**src/rtl/instr_encode_writer.sv**
```systemverilog
// Packs instruction field bundles into 32-bit class ISA words and streams them
// through a small FIFO into instruction memory at consecutive word addresses.
module instr_encode_writer #(
    parameter int unsigned AW    = 10,
    parameter int unsigned DEPTH = 4
) (
    input  logic          clk,
    input  logic          rst,
    input  logic          start,
    input  logic [AW-1:0] base_addr,
    input  logic          finish,
    input  logic          in_valid,
    output logic          in_ready,
    input  logic [1:0]    in_class,
    input  logic [4:0]    in_opcode,
    input  logic [2:0]    in_rd,
    input  logic [2:0]    in_rs1,
    input  logic [2:0]    in_rs2,
    input  logic [3:0]    in_cond,
    input  logic [15:0]   in_imm,
    output logic          imem_we,
    input  logic          imem_ready,
    output logic [AW-1:0] imem_addr,
    output logic [31:0]   imem_wdata,
    output logic          done,
    output logic          busy,
    output logic          err,
    output logic [15:0]   words_written
);

    localparam int unsigned PW = $clog2(DEPTH);
    localparam int unsigned CW = 16;

    typedef enum logic [1:0] {S_IDLE, S_RUN, S_DRAIN, S_DONE} state_t;

    state_t        r_state;
    state_t        w_next;
    logic [31:0]   r_fifo [DEPTH];
    logic [PW:0]   r_wptr;
    logic [PW:0]   r_rptr;
    logic [AW-1:0] r_addr;
    logic          r_err;
    logic [CW-1:0] r_words;

    logic          w_empty;
    logic          w_full;
    logic          w_accept;
    logic          w_push;
    logic          w_pop;
    logic          w_start_ok;
    logic          w_alu;
    logic          w_legal;
    logic          w_use_rd;
    logic          w_use_rs1;
    logic          w_use_rs2;
    logic          w_use_cond;
    logic          w_use_imm;
    logic [4:0]    w_op_field;
    logic [31:0]   w_word;

    assign w_empty    = (r_wptr == r_rptr);
    assign w_full     = (r_wptr[PW] != r_rptr[PW]) && (r_wptr[PW-1:0] == r_rptr[PW-1:0]);
    assign in_ready   = (r_state == S_RUN) && !w_full;
    assign imem_we    = !w_empty && ((r_state == S_RUN) || (r_state == S_DRAIN));
    assign w_accept   = in_valid && in_ready;
    assign w_push     = w_accept && w_legal;
    assign w_pop      = imem_we && imem_ready;
    assign w_start_ok = start && (r_state == S_IDLE);
    assign w_alu      = in_opcode inside {5'b10001, 5'b11001, 5'b10010, 5'b11010, 5'b10011,
                                          5'b11011, 5'b10100, 5'b11100, 5'b10101, 5'b11101};

    // Field-usage decode per class/opcode; unused fields stay zero in the word
    always_comb begin
        w_legal    = 1'b0;
        w_use_rd   = 1'b0;
        w_use_rs1  = 1'b0;
        w_use_rs2  = 1'b0;
        w_use_cond = 1'b0;
        w_use_imm  = 1'b0;
        w_op_field = in_opcode;
        case (in_class)
            2'b00: begin
                if (in_opcode inside {5'b00000, 5'b00001}) begin
                    w_legal   = 1'b1;
                    w_use_rd  = 1'b1;
                    w_use_imm = 1'b1;
                end else if (w_alu || (in_opcode inside {5'b00010, 5'b00011, 5'b00100, 5'b00101})) begin
                    w_legal   = 1'b1;
                    w_use_rd  = 1'b1;
                    w_use_rs1 = 1'b1;
                    w_use_imm = 1'b1;
                end
            end
            2'b01: begin
                if (w_alu) begin
                    w_legal   = 1'b1;
                    w_use_rd  = 1'b1;
                    w_use_rs1 = 1'b1;
                    w_use_rs2 = 1'b1;
                end else if (in_opcode == 5'b10110) begin
                    w_legal   = 1'b1;
                    w_use_rd  = 1'b1;
                    w_use_rs1 = 1'b1;
                end
            end
            2'b10: begin
                w_legal    = 1'b1;
                w_use_rd   = 1'b1;
                w_use_rs1  = 1'b1;
                w_use_imm  = 1'b1;
                w_op_field = {4'b0000, in_opcode[0]};
            end
            default: begin
                if (!in_opcode[4]) begin
                    case (in_opcode[3:0])
                        4'b0000: begin
                            w_legal   = 1'b1;
                            w_use_imm = 1'b1;
                        end
                        4'b0001: begin
                            w_legal    = 1'b1;
                            w_use_cond = 1'b1;
                            w_use_imm  = 1'b1;
                        end
                        4'b0010: begin
                            w_legal   = 1'b1;
                            w_use_rs1 = 1'b1;
                            w_use_imm = 1'b1;
                        end
                        4'b0100, 4'b1000: w_legal = 1'b1;
                        default: w_legal = 1'b0;
                    endcase
                end
            end
        endcase

        w_word = {in_class, w_op_field, 25'd0};
        if (w_use_rd)   w_word[24:22] = in_rd;
        if (w_use_cond) w_word[24:21] = in_cond;
        if (w_use_rs1)  w_word[21:19] = in_rs1;
        if (w_use_rs2)  w_word[18:16] = in_rs2;
        if (w_use_imm)  w_word[15:0]  = in_imm;
    end

    always_ff @(posedge clk or posedge rst) begin
        if (rst) r_state <= S_IDLE;
        else     r_state <= w_next;
    end

    always_comb begin
        w_next = r_state;
        case (r_state)
            S_IDLE:  if (start)   w_next = S_RUN;
            S_RUN:   if (finish)  w_next = S_DRAIN;
            S_DRAIN: if (w_empty) w_next = S_DONE;
            default: w_next = S_IDLE;
        endcase
    end

    // Pointers, write address, counters and sticky error
    always_ff @(posedge clk or posedge rst) begin
        if (rst) begin
            r_wptr  <= '0;
            r_rptr  <= '0;
            r_addr  <= '0;
            r_err   <= 1'b0;
            r_words <= '0;
        end else begin
            if (w_push) r_wptr <= r_wptr + (PW+1)'(1);
            if (w_pop)  r_rptr <= r_rptr + (PW+1)'(1);
            if (w_start_ok) begin
                r_addr  <= base_addr;
                r_err   <= 1'b0;
                r_words <= '0;
            end else begin
                if (w_pop) begin
                    r_addr <= r_addr + AW'(1);
                    if (r_words != {CW{1'b1}}) r_words <= r_words + CW'(1);
                end
                if (w_accept && !w_legal) r_err <= 1'b1;
            end
        end
    end

    always_ff @(posedge clk) begin
        if (w_push) r_fifo[r_wptr[PW-1:0]] <= w_word;
    end

    assign imem_addr     = r_addr;
    assign imem_wdata    = r_fifo[r_rptr[PW-1:0]];
    assign done          = (r_state == S_DONE);
    assign busy          = (r_state != S_IDLE);
    assign err           = r_err;
    assign words_written = r_words;

endmodule

```
**config.mk**
```make
export PLATFORM = sky130hd
export DESIGN_NAME = instr_encode_writer
export DESIGN_NICKNAME = d
export VERILOG_FILES = /design/src/rtl/instr_encode_writer.sv
export SDC_FILE = /design/constraint.sdc
export NUM_CORES = 1
export LEC_CHECK = 0
export CORE_MARGIN = 2
export CORE_UTILIZATION = 30
export CTS_CLUSTER_SIZE = 30
export DETAILED_ROUTE_END_ITERATION = 8
export PLACE_DENSITY_LB_ADDON = 0.2
export SLEW_MARGIN = 0
export SYNTH_ARGS = -nofsm -noshare
export SYNTH_HDL_FRONTEND = slang
export SYNTH_SLANG_ARGS = --single-unit
export TNS_END_PERCENT = 50
```
**constraint.sdc**
```tcl
create_clock -name clk -period 3.86 [get_ports clk]
set_input_delay 0.579 -clock clk [delete_from_list [all_inputs] [get_ports clk]]
set_output_delay 0.579 -clock clk [all_outputs]
set_load 0.005 [all_outputs]
```
==> results.py <==
metrics = {
    "detailed_routing": {
        "first_iter_violations": 242,
        "finalWirelength_um": 15900,
        "dr_total_vias": 4272,
        "ant_nets": 0,
        "drt-wirelength-per-cell_um": 17.5,
        "route.detailed.vias_per_inst": 4.72,
        "route.detailed.drc": 0,
        "detailedRoute.firstPassIterationCount": 4,
    },
    "setup_path": {
        "worst-r2r-cell-count": 6,
        "r2r-end": "words_written[0]",
        "timing.critical_path.arrival_ns": 3.18,
        "worstPathRequired_ns": 3.90,
        "cell_type_group_with_the_largest_total_delay_on_the_critical_path": "simple AND/OR/NAND/NOR gates",
        "worst_path_buffer_plus_inverter_count": 1,
        "max_stage_delay_on_crit_path_ns": 0.85,
        "path_cells": "clkdlybuf4s50_1, and2_1, o21ai_0, a41oi_1, nor2b_1, and2_2",
        "r2r_setup_slack_ns": 1.18,
        "crit_path_max_fanout": 32,
        "crit_path_start_kind": "input port",
        "path_class": "in -> reg",
        "worst_reg2reg_path_startpoint": "r_state[0]",
        "critical-path-slowest-cell": "sky130_fd_sc_hd__and2_2",
        "timing.critical_path.to_type": "register",
    },
    "sta": {
        "report.final.hold_viol_count": 0,
        "hold-worst-slack_ns": 0.530,
        "max_clock_freq_ghz": 0.318,
        "worst-slew-pin-transition_ns": 0.964,
        "final_setup_violating_endpoints": 0,
        "total_negative_slack_ns": 0,
        "finalWorstPathRequiredPeriod_ns": 3.15,
        "fin_skew_ns": 0.0120,
        "slew_viol_final": 0,
        "setup_repair_after_global_routing_missed_its_margin": "false",
        "fraction_of_the_cycle_the_final_worst_path_needs_pct": 81.6,
        "timing.max_slew.rel_slack_pct": 35.8,
    },
    "synth": {
        "post-synth-top-area-fraction_pct": 54.2,
        "number_of_distinct_library_cells_after_synthesis": 49,
        "synth-main-ff-cell": "sky130_fd_sc_hd__edfxtp_1",
        "mappedNetlistArea_um2": 7090,
        "netlist_top_cells_area": "sky130_fd_sc_hd__edfxtp_1 (54%), sky130_fd_sc_hd__dfrtp_1 (12%), sky130_fd_sc_hd__mux4_2 (10%)",
        "synth_edf_count": 128,
        "synth_nets": 513,
        "syn-mean-instance-area_um2": 15.7,
        "ys.warnings.count": 0,
        "postSynthCellCount": 450,
        "synth_seq_cells": 163,
        "async_reset_ff_share_pct": 21.5,
        "synth_seq_area_share_pct": 66.6,
        "post-synth-top-area-cell": "sky130_fd_sc_hd__edfxtp_1",
    },
    "floorplan": {
        "die-width_um": 158,
        "chipHeight_um": 158,
        "core_region_area_um2": 23300,
        "placementRows": 56,
        "dieArea_um2": 24900,
        "initial_utilization_pct": 30.4,
        "io_pins": 115,
    },
    "global_route": {
        "pin_count_of_the_biggest_net_entering_global_routing": 36,
        "first_global_vias": 4405,
        "grt_antenna_before_repair": 0,
        "globalRouteOverflowTotal": 0,
        "first_pass_grt_wire_length_um": 24700,
        "globalRouteTotalUtil_pct": 13.2,
    },
    "power": {
        "finalPower_mw": 5.91,
        "powerDensity_nw_per_um2": 643,
        "power.leakage_nw": 3.13,
        "peakVddDrop_v": 0.000283,
    },
    "finish": {
        "fill_cells": 2151,
        "stdcell_area_um2": 9190,
        "diodes": 0,
        "sequential_cell_area_um2": 4720,
        "layout-drive-gt1-share_pct": 15.5,
        "multiInputGateArea_um2": 2200,
        "flow.area_growth_from_synthesis_pct": 29.7,
        "fin_cells": 906,
        "fin_nets": 637,
    },
    "clock_tree": {
        "cts-root-to-sink-buffers": 2,
        "clk_root_buffer_cell": "sky130_fd_sc_hd__clkbuf_16",
        "total_of_cells_resized_after_clock_tree_synthesis": 0,
        "cts-htree-levels": 4,
        "holdBufCountCts": 0,
        "path_clk_slew_ns": 0.07,
        "worst_skew_pair.late_latency_ns": 0.42,
        "cts_post_setup_buffers_inserted": 0,
        "tritoncts": "done",
        "cts.sink_count": 163,
        "cts-buffers-inserted": 17,
    },
    "place": {
        "io_buffer_count": 114,
        "gpl.final_weighted_congestion": 0.796,
        "placement.cell_area_um2": 8600,
        "dp_wirelength_um": 10700,
        "place_inst": 874,
    },
    "worst_hold_path": {
        "holdCritPathClass": "reg -> reg",
        "worst_hold_path.endpoint": "r_rptr[2]",
        "whs_path_depth": 1,
        "hold_start": "r_rptr[2]",
    },
    "outcome": {
        "run_status": "finished, final reports clean",
    },
    "flow_run": {
        "timing.max_cap.violations": 0,
    },
}
-- per-stage QoR --
step	worst slack (ns)	util (%)
final	0.712	39.4
after floorplan	0.689	-
after CTS	0.732	39.4
after global routing	0.578	39.4
after global placement	0.347	36.9
after detailed placement	0.278	36.9
-- report_power, final --
| part | internal, mW | leakage, nW | total (mW) | switching, mW |
|---|---|---|---|---|
| combinational | 1.08 | 1.23 | 1.98 | 0.906 |
| clock | 0.918 | 0.281 | 1.65 | 0.734 |
| sequential | 2.08 | 1.62 | 2.27 | 0.189 |
| total | 4.08 | 3.13 | 5.91 | 1.83 |
-- registers in the layout, summed over array words and instances, names as in the netlist --
name,cells
r_fifo,128
r_state,2
words_written,16
err,1
r_wptr,3
r_rptr,3
imem_addr,10
-- cell families (layout without fill, tap and decap cells) --
family,count (synthesis),after routing,share of synthesized area (%)
AOI/OAI and AO/OA,59,59,5.83
and+or+nand+nor,129,129,9.59
buffers and inverters,32,169,2.44
DFF,163,163,66.6
xor gates and xnor gates,18,18,2.54
muxes,38,38,11.1
adders and majority gates,11,11,1.94
-- worst max-delay path by stage --
| stage | start | to | slack, ns | depth (start not counted) |
|---|---|---|---|---|
| after floorplan | in_opcode[1] | r_fifo[3][0] | 0.69 | 5 |
| after global placement | in_opcode[1] | r_fifo[2][17] | 0.35 | 6 |
| after detailed placement | in_opcode[1] | r_fifo[1][17] | 0.28 | 6 |
| after CTS | r_rptr[0] | imem_wdata[30] | 0.73 | 3 |
| after global routing | in_opcode[1] | r_fifo[1][4] | 0.58 | 6 |
| final | in_opcode[2] | r_fifo[1][5] | 0.71 | 6 |
-- cell type report --
| cell class | instances | share of cell area [%] |
|---|---|---|
| inverter | 14 | 0.572 |
| timing repair buffer | 123 | 13.3 |
| multi-input combinational | 255 | 24.0 |
| clock buffer | 17 | 4.63 |
| sequential | 163 | 51.4 |
| clock inverter | 15 | 1.77 |
| tap | 319 | 4.34 |
-- cell usage after synthesis (2+ instances only) --
cell type,n
sky130_fd_sc_hd__o211ai_1,3
sky130_fd_sc_hd__clkbuf_1,9
sky130_fd_sc_hd__mux2i_1,4
sky130_fd_sc_hd__mux2_2,2
sky130_fd_sc_hd__buf_6,5
sky130_fd_sc_hd__dfrtp_1,35
sky130_fd_sc_hd__a21oi_1,8
sky130_fd_sc_hd__and3_1,5
sky130_fd_sc_hd__inv_1,14
sky130_fd_sc_hd__o21ai_1,3
sky130_fd_sc_hd__buf_2,3
sky130_fd_sc_hd__nand4_1,7
sky130_fd_sc_hd__a21oi_2,3
sky130_fd_sc_hd__nand2_1,37
sky130_fd_sc_hd__xnor2_1,10
sky130_fd_sc_hd__edfxtp_1,128
sky130_fd_sc_hd__o31ai_1,3
sky130_fd_sc_hd__xor2_1,5
sky130_fd_sc_hd__a31oi_1,3
sky130_fd_sc_hd__xor2_2,3
sky130_fd_sc_hd__and2_1,14
sky130_fd_sc_hd__or4_1,6
sky130_fd_sc_hd__a211oi_1,2
sky130_fd_sc_hd__or3_1,6
sky130_fd_sc_hd__nand3_1,10
sky130_fd_sc_hd__nor3_1,5
sky130_fd_sc_hd__o311a_1,2
sky130_fd_sc_hd__o21ai_0,17
sky130_fd_sc_hd__a22o_1,4
sky130_fd_sc_hd__nor2b_1,18
sky130_fd_sc_hd__ha_1,11
sky130_fd_sc_hd__mux4_2,32
sky130_fd_sc_hd__nor2_1,14
sky130_fd_sc_hd__nor4_1,4
-- worst register-to-register path: stages (launching register included) --
cell and delay (ns):
sky130_fd_sc_hd__dfrtp_1 0.37, sky130_fd_sc_hd__inv_1 0.09, sky130_fd_sc_hd__ha_1 0.26, sky130_fd_sc_hd__and2_1 0.36
sky130_fd_sc_hd__or4_4 0.60, sky130_fd_sc_hd__o22ai_4 0.48, sky130_fd_sc_hd__mux2_2 0.41
-- cell usage in the layout, fill, tap and decap left out, types with 2 or more instances in the layout --
cell and instances:
sky130_fd_sc_hd__nor4_1 4, sky130_fd_sc_hd__dfrtp_2 2, sky130_fd_sc_hd__inv_8 4, sky130_fd_sc_hd__a31oi_1 3, sky130_fd_sc_hd__a21oi_2 3, sky130_fd_sc_hd__a22o_1 4, sky130_fd_sc_hd__buf_4 8, sky130_fd_sc_hd__inv_6 4
sky130_fd_sc_hd__nor2b_1 18, sky130_fd_sc_hd__a211oi_1 2, sky130_fd_sc_hd__nor2_1 13, sky130_fd_sc_hd__edfxtp_1 128, sky130_fd_sc_hd__clkinvlp_4 3, sky130_fd_sc_hd__nand4_1 7, sky130_fd_sc_hd__or3_1 6, sky130_fd_sc_hd__nand3_1 10
sky130_fd_sc_hd__mux2i_1 4, sky130_fd_sc_hd__mux4_2 32, sky130_fd_sc_hd__xor2_2 3, sky130_fd_sc_hd__dfrtp_1 33, sky130_fd_sc_hd__o311a_1 2, sky130_fd_sc_hd__inv_1 14, sky130_fd_sc_hd__and3_1 5, sky130_fd_sc_hd__o31ai_1 3
sky130_fd_sc_hd__xnor2_1 10, sky130_fd_sc_hd__o21ai_1 3, sky130_fd_sc_hd__o211ai_1 3, sky130_fd_sc_hd__nand2_1 37, sky130_fd_sc_hd__xor2_1 5, sky130_fd_sc_hd__and2_1 11, sky130_fd_sc_hd__mux2_2 2, sky130_fd_sc_hd__o21ai_0 17
sky130_fd_sc_hd__clkdlybuf4s50_1 114, sky130_fd_sc_hd__clkbuf_16 17, sky130_fd_sc_hd__ha_1 11, sky130_fd_sc_hd__or4_1 6, sky130_fd_sc_hd__a21oi_1 8, sky130_fd_sc_hd__nor3_1 5, sky130_fd_sc_hd__and2_2 3
-- layer usage --
layer	up-vias	part of all wire, %	wire (um)	GRT usage, %
li1	1985	-	-	-
met3	21	4.5	716	2.82
met2	114	51	8040	22.2
met1	2152	43	6820	16.9
met5	-	0	0	0
met4	0	1.7	274	4.89
No activity file was read; power rests on OpenSTA's default activity.
